**src/rtl/reset_seq_pkg.sv**
```systemverilog
// Shared types for the reset sequencer: FSM states, reset-cause codes and the
// function that picks a cause when restart events coincide.
package reset_seq_pkg;

  typedef enum logic [1:0] {
    ASSERT    = 2'd0,
    WAIT_LOCK = 2'd1,
    RELEASE   = 2'd2,
    RUN       = 2'd3
  } state_t;

  typedef logic [1:0] cause_t;

  localparam cause_t CAUSE_POR  = 2'b00;
  localparam cause_t CAUSE_SW   = 2'b01;
  localparam cause_t CAUSE_WDT  = 2'b10;
  localparam cause_t CAUSE_LOCK = 2'b11;

  // Watchdog wins over software, which wins over lock loss.
  function automatic cause_t restart_cause(input logic wdt, input logic sw);
    if (wdt)     return CAUSE_WDT;
    else if (sw) return CAUSE_SW;
    else         return CAUSE_LOCK;
  endfunction

endpackage

```
**src/rtl/reset_sequencer_if.sv**
```systemverilog
// Reset-request inputs and per-domain reset outputs of the reset sequencer.
interface reset_seq_if #(
  parameter int unsigned N_DOM = 4
);
  import reset_seq_pkg::*;

  logic             pll_lock;
  logic             sw_req;
  logic             wdt_req;
  logic [N_DOM-1:0] dom_rst_n;
  logic             rst_done;
  cause_t           rst_cause;

  modport master (
    output pll_lock, sw_req, wdt_req,
    input  dom_rst_n, rst_done, rst_cause
  );

  modport slave (
    input  pll_lock, sw_req, wdt_req,
    output dom_rst_n, rst_done, rst_cause
  );

endinterface

```
**src/rtl/reset_step_counter.sv**
```systemverilog
// Saturating step counter with synchronous clear; o_tc_c flags the terminal count.
module reset_step_counter #(
  parameter int unsigned CNT_W = 8
) (
  input  logic             clk,
  input  logic             rst,
  input  logic             i_clr,
  input  logic             i_en,
  input  logic [CNT_W-1:0] i_tc_val,
  output logic             o_tc_c
);

  logic [CNT_W-1:0] r_cnt;

  assign o_tc_c = (r_cnt == i_tc_val);

  // Stops at the terminal count rather than wrapping.
  always_ff @(posedge clk) begin
    if (rst || i_clr) begin
      r_cnt <= '0;
    end else if (i_en && !o_tc_c) begin
      r_cnt <= r_cnt + CNT_W'(1);
    end
  end

endmodule

```
**src/rtl/reset_sequencer.sv**
```systemverilog
// Holds all reset domains, waits for PLL lock, then releases domains 0..N_DOM-1
// in order, STEP_CYC cycles apart; restarts on SW/WDT request or lock loss.
module reset_sequencer
  import reset_seq_pkg::*;
#(
  parameter int unsigned N_DOM    = 4,
  parameter int unsigned HOLD_CYC = 16,
  parameter int unsigned STEP_CYC = 8,
  parameter int unsigned CNT_W    = 8
) (
  input  logic       clk,
  input  logic       rst,
  reset_seq_if.slave bus
);

  localparam int unsigned IDX_W = $clog2(N_DOM) + 1;

  state_t           r_state;
  logic [IDX_W-1:0] r_idx;
  logic [N_DOM-1:0] r_dom_rst_n;
  logic             r_rst_done;
  cause_t           r_rst_cause;

  logic             w_restart;
  logic             w_tc;
  logic             w_cnt_clr;
  logic             w_cnt_en;
  logic             w_last;
  logic [CNT_W-1:0] w_tc_val;

  // Lock loss only counts once domains have started coming out of reset.
  assign w_restart = bus.wdt_req | bus.sw_req |
                     (~bus.pll_lock & ((r_state == RELEASE) || (r_state == RUN)));

  assign w_tc_val  = (r_state == RELEASE) ? CNT_W'(STEP_CYC - 1) : CNT_W'(HOLD_CYC - 1);
  assign w_cnt_en  = (r_state == ASSERT) || (r_state == RELEASE);
  assign w_cnt_clr = w_restart | w_tc | (r_state == WAIT_LOCK);
  assign w_last    = (r_idx == IDX_W'(N_DOM - 1));

  reset_step_counter #(
    .CNT_W (CNT_W)
  ) u_step_cnt (
    .clk      (clk),
    .rst      (rst),
    .i_clr    (w_cnt_clr),
    .i_en     (w_cnt_en),
    .i_tc_val (w_tc_val),
    .o_tc_c   (w_tc)
  );

  always_ff @(posedge clk) begin
    if (rst) begin
      r_state     <= ASSERT;
      r_idx       <= '0;
      r_dom_rst_n <= '0;
      r_rst_done  <= 1'b0;
      r_rst_cause <= CAUSE_POR;
    end else if (w_restart) begin
      r_state     <= ASSERT;
      r_idx       <= '0;
      r_dom_rst_n <= '0;
      r_rst_done  <= 1'b0;
      r_rst_cause <= restart_cause(bus.wdt_req, bus.sw_req);
    end else begin
      case (r_state)
        ASSERT: begin
          if (w_tc) begin
            if (bus.pll_lock) begin
              r_state        <= RELEASE;
              r_dom_rst_n[0] <= 1'b1;
            end else begin
              r_state <= WAIT_LOCK;
            end
          end
        end
        WAIT_LOCK: begin
          if (bus.pll_lock) begin
            r_state        <= RELEASE;
            r_dom_rst_n[0] <= 1'b1;
          end
        end
        RELEASE: begin
          if (w_tc) begin
            if (w_last) begin
              r_state    <= RUN;
              r_rst_done <= 1'b1;
            end else begin
              r_idx       <= r_idx + IDX_W'(1);
              r_dom_rst_n <= r_dom_rst_n | (N_DOM'(1) << (r_idx + IDX_W'(1)));
            end
          end
        end
        RUN:     r_state <= RUN;
        default: r_state <= ASSERT;
      endcase
    end
  end

  assign bus.dom_rst_n = r_dom_rst_n;
  assign bus.rst_done  = r_rst_done;
  assign bus.rst_cause = r_rst_cause;

endmodule

```
**src/flat_wrapper.sv**
```systemverilog
// flat-port wrapper written by rule: the top's interface ports become plain ports
module reset_sequencer_flat import reset_seq_pkg::*;
#(
  parameter int unsigned N_DOM    = 4,
  parameter int unsigned HOLD_CYC = 16,
  parameter int unsigned STEP_CYC = 8,
  parameter int unsigned CNT_W    = 8
)
  (clk, rst, bus_pll_lock, bus_sw_req, bus_wdt_req, bus_dom_rst_n, bus_rst_done, bus_rst_cause);
  reset_seq_if #(.N_DOM(N_DOM)) bus_i ();
  input  logic clk;
  input  logic rst;
  input wire logic [$bits(bus_i.pll_lock)-1:0] bus_pll_lock;
  input wire logic [$bits(bus_i.sw_req)-1:0] bus_sw_req;
  input wire logic [$bits(bus_i.wdt_req)-1:0] bus_wdt_req;
  output wire logic [$bits(bus_i.dom_rst_n)-1:0] bus_dom_rst_n;
  output wire logic [$bits(bus_i.rst_done)-1:0] bus_rst_done;
  output wire logic [$bits(bus_i.rst_cause)-1:0] bus_rst_cause;
  assign bus_i.pll_lock = bus_pll_lock;
  assign bus_i.sw_req = bus_sw_req;
  assign bus_i.wdt_req = bus_wdt_req;
  assign bus_dom_rst_n = bus_i.dom_rst_n;
  assign bus_rst_done = bus_i.rst_done;
  assign bus_rst_cause = bus_i.rst_cause;
  reset_sequencer #(.N_DOM(N_DOM), .HOLD_CYC(HOLD_CYC), .STEP_CYC(STEP_CYC), .CNT_W(CNT_W)) u_core (.clk(clk), .rst(rst), .bus(bus_i));
endmodule
```
**config.mk**
```make
export PLATFORM = sky130hd
export DESIGN_NAME = reset_sequencer_flat
export DESIGN_NICKNAME = d
export VERILOG_FILES = /design/src/rtl/reset_seq_pkg.sv /design/src/rtl/reset_sequencer_if.sv /design/src/rtl/reset_step_counter.sv /design/src/rtl/reset_sequencer.sv /design/src/flat_wrapper.sv
export SDC_FILE = /design/constraint.sdc
export NUM_CORES = 1
export LEC_CHECK = 0
export CORE_MARGIN = 2
export CORE_UTILIZATION = 32
export DETAILED_ROUTE_END_ITERATION = 10
export SYNTH_ARGS = -nofsm -noshare
export SYNTH_HDL_FRONTEND = slang
export SYNTH_SLANG_ARGS = --single-unit
```
**constraint.sdc**
```tcl
create_clock -name clk -period 1.9 [get_ports clk]
set_input_delay 0.38 -clock clk [delete_from_list [all_inputs] [get_ports clk]]
set_output_delay 0.38 -clock clk [all_outputs]
set_load 0.03 [all_outputs]
```
==> reports/metrics.yaml <==
drc: 0
seq_area_frac_synth: 0.388
n_fill_cell: 330
final_common_cell: "dfxtp_1"
p_int_uw: 661
postCtsSetupBuffers: 0
maxSlewHeadroom: 0.788
syn_nets: 121
p_clk_frac: 0.431
switching_share: 0.199
fmax_ghz: 0.577
hold_class: "reg2reg"
synth.avg_cell_area_sq_um: 9.47
drtAntennaViolNets: 0
clk_path_buf_depth: 2
final_cell_mix: "dfxtp_1 (20), buf_4 (14), nor2_1 (12)"
end_kind: "output port"
cts.sinks: 20
tritoncts: "yes"
ios: 12
yosys.area.top_type: "dfxtp_1"
fin_cells: 178
worstSetupPathType: "reg2out"
wl_per_cell_um: 10.9
num_rows: 20
cts_hold_buffers: 0
fin_tns_setup_ps: 0
crit_buf_inv: 1
final_core_utilization: 0.429
clk_latency_ps: 310
worst_pin_slew_ps: 313
start_util: 0.338
required_ps: 1520
hpwl_um: 1510
slew_violations: 0
area_growth_syn_to_layout_pct: 26.8
startpoint_type: "flip-flop"
ctsResizeCount: 0
drive_gt1_frac: 0.179
maxCapViolCount: 0
run_status: "finished clean"
dr.pass1.iters: 3
synth_seq_cells: 20
clk_pin_slew_worst_paths_ps: 120
cts-root-buf: "clkbuf_4"
slowest_delay_ps: 680
cp_cell_sequence: "clkdlybuf4s50_1"
grt_max_degree: 13
period_share: 0.912
fin_worst_skew_ps: 10.7
grt_usage: 0.127
switchingPower_uw: 164
pwr_density_cell_nw_per_um2: 630
vias_per_cell: 4.62
die_area_sq_um: 3700
n_antenna_cell: 0
seqPwrFrac: 0.516
die_width_um: 60.8
vdd_ir_drop_max_mv: 0.453
synth.distinct_cells: 36
drt-initial-drc-count: 11
antenna_found_initial: 0
nNetsFinal: 147
grt_pass1_vias: 812
finalHoldViolCount: 0
crit_fanout: 2
grt_overflow: 0
gp_congestion: 0.713
synthCells: 109
htree_levels: 1
chipHeight_um: 60.8
finalCriticalPeriod_ps: 1730
critPathArrivalTime_ps: 1350
netlist_area_sq_um: 1030
finalSetupViolations: 0
grt_pass1_wl_um: 3410
placed_cells: 174
slowest_stage: "clkdlybuf4s50_1"
routed_wl_um: 1950
rsz0062_at_grt: "no"
numCtsBuffers: 3
power_frac_comb: 0.053
p_leak_uw: 0.000477
core_area_sq_um: 3050
path_delay_family: "buffers and inverters"
vias: 822
synth_top_area_frac: 0.388
synth_area_leaders: "dfxtp_1 (39%), ha_1 (8.5%), xnor2_1 (5.9%), nor2_1 (4.4%), clkbuf_8 (4.0%)"
io_buffers: 11
yosys_warnings: 0
-- worst min-delay path, stage by stage (launching register included) --
cell and delay (ps):
dfxtp_1 330, inv_1 50, a21oi_1 50
-- path summary, 6_finish.rpt --
path | start | to | slack (ps) | depth (start not counted)
hold / removal | u_core.bus.rst_done | u_core.bus.rst_done | 460 | 2
setup reg to reg | u_core.u_step_cnt.r_cnt[0] | u_core.r_idx[0] | 190 | 6
hold reg to reg | u_core.bus.rst_done | u_core.bus.rst_done | 460 | 2
setup / recovery | u_core.bus.rst_cause[1] | bus_rst_cause[1] | 170 | 1
-- metrics by stage --
step	power [uW]	instance area [sq um]	hold WS (ps)	setup WS (ps)
after CTS	840	1310	471	142
after global placement	479	1260	446	-99.7
after floorplan	451	1030	446	340
final	825	1310	463	167
after detailed placement	479	1260	453	-121
after global routing	858	1310	512	25.8
-- sequential cells by signal (all words and copies together), names as in the netlist --
register,cells
u_core.bus.dom_rst_n,4
u_core.bus.rst_cause,2
u_core.bus.rst_done,1
u_core.r_idx,3
u_core.r_state,2
u_core.u_step_cnt.r_cnt,8
-- layer usage --
metal | global-route usage | routed length (um) | up-vias
met5 | 0 | 0 | -
met4 | 0.0373 | 25 | 0
met3 | 0.0512 | 71 | 5
met2 | 0.218 | 978 | 10
met1 | 0.144 | 869 | 372
li1 | - | - | 435
-- power by group through the flow --
stage	registers, uW	logic [uW]	clock network (uW)
floorplan	439	12.0	0
global placement	435	44.0	0
detailed placement	435	44.6	0
finish	425	44.1	355
global route	426	47.6	384
CTS	426	44.6	370
-- Yosys cell counts --
master / count
a211oi_1: 1
a21oi_1: 6
a221o_2: 1
a22o_1: 3
a31o_2: 1
a31oi_1: 1
and2_1: 1
and4bb_2: 1
buf_2: 1
clkbuf_8: 3
dfxtp_1: 20
ha_1: 7
inv_1: 7
mux2i_1: 2
nand2_1: 4
nand2b_1: 2
nand3_1: 3
nand3b_1: 1
nand4_1: 1
nand4b_1: 4
nor2_1: 12
nor2b_1: 1
nor2b_2: 1
nor3_1: 5
nor3_2: 1
nor4_1: 2
nor4_2: 1
nor4bb_1: 1
o21ai_0: 1
o21bai_1: 1
o2bb2ai_1: 1
o31ai_1: 1
or3_1: 1
or4_1: 1
xnor2_1: 7
xor2_1: 2
-- cells by family after synthesis --
family	Yosys count	share of synthesized area
DFF	20	0.388
buffers and inverters	11	0.0703
adders and majority gates	7	0.0848
xor gates and xnor gates	9	0.0764
AOI/OAI and AO/OA	17	0.115
and+or+nand+nor	43	0.246
muxes	2	0.0194
-- final cells by class --
type	count	area [sq um]	share of cell area
multi-input combinational	78	559	0.427
sequential	20	400	0.306
timing repair buffer	25	215	0.164
tap	44	55.1	0.0421
clock inverter	1	30.0	0.0229
inverter	7	26.3	0.0201
clock buffer	3	22.5	0.0172
Power figures use the tool's default switching activity.
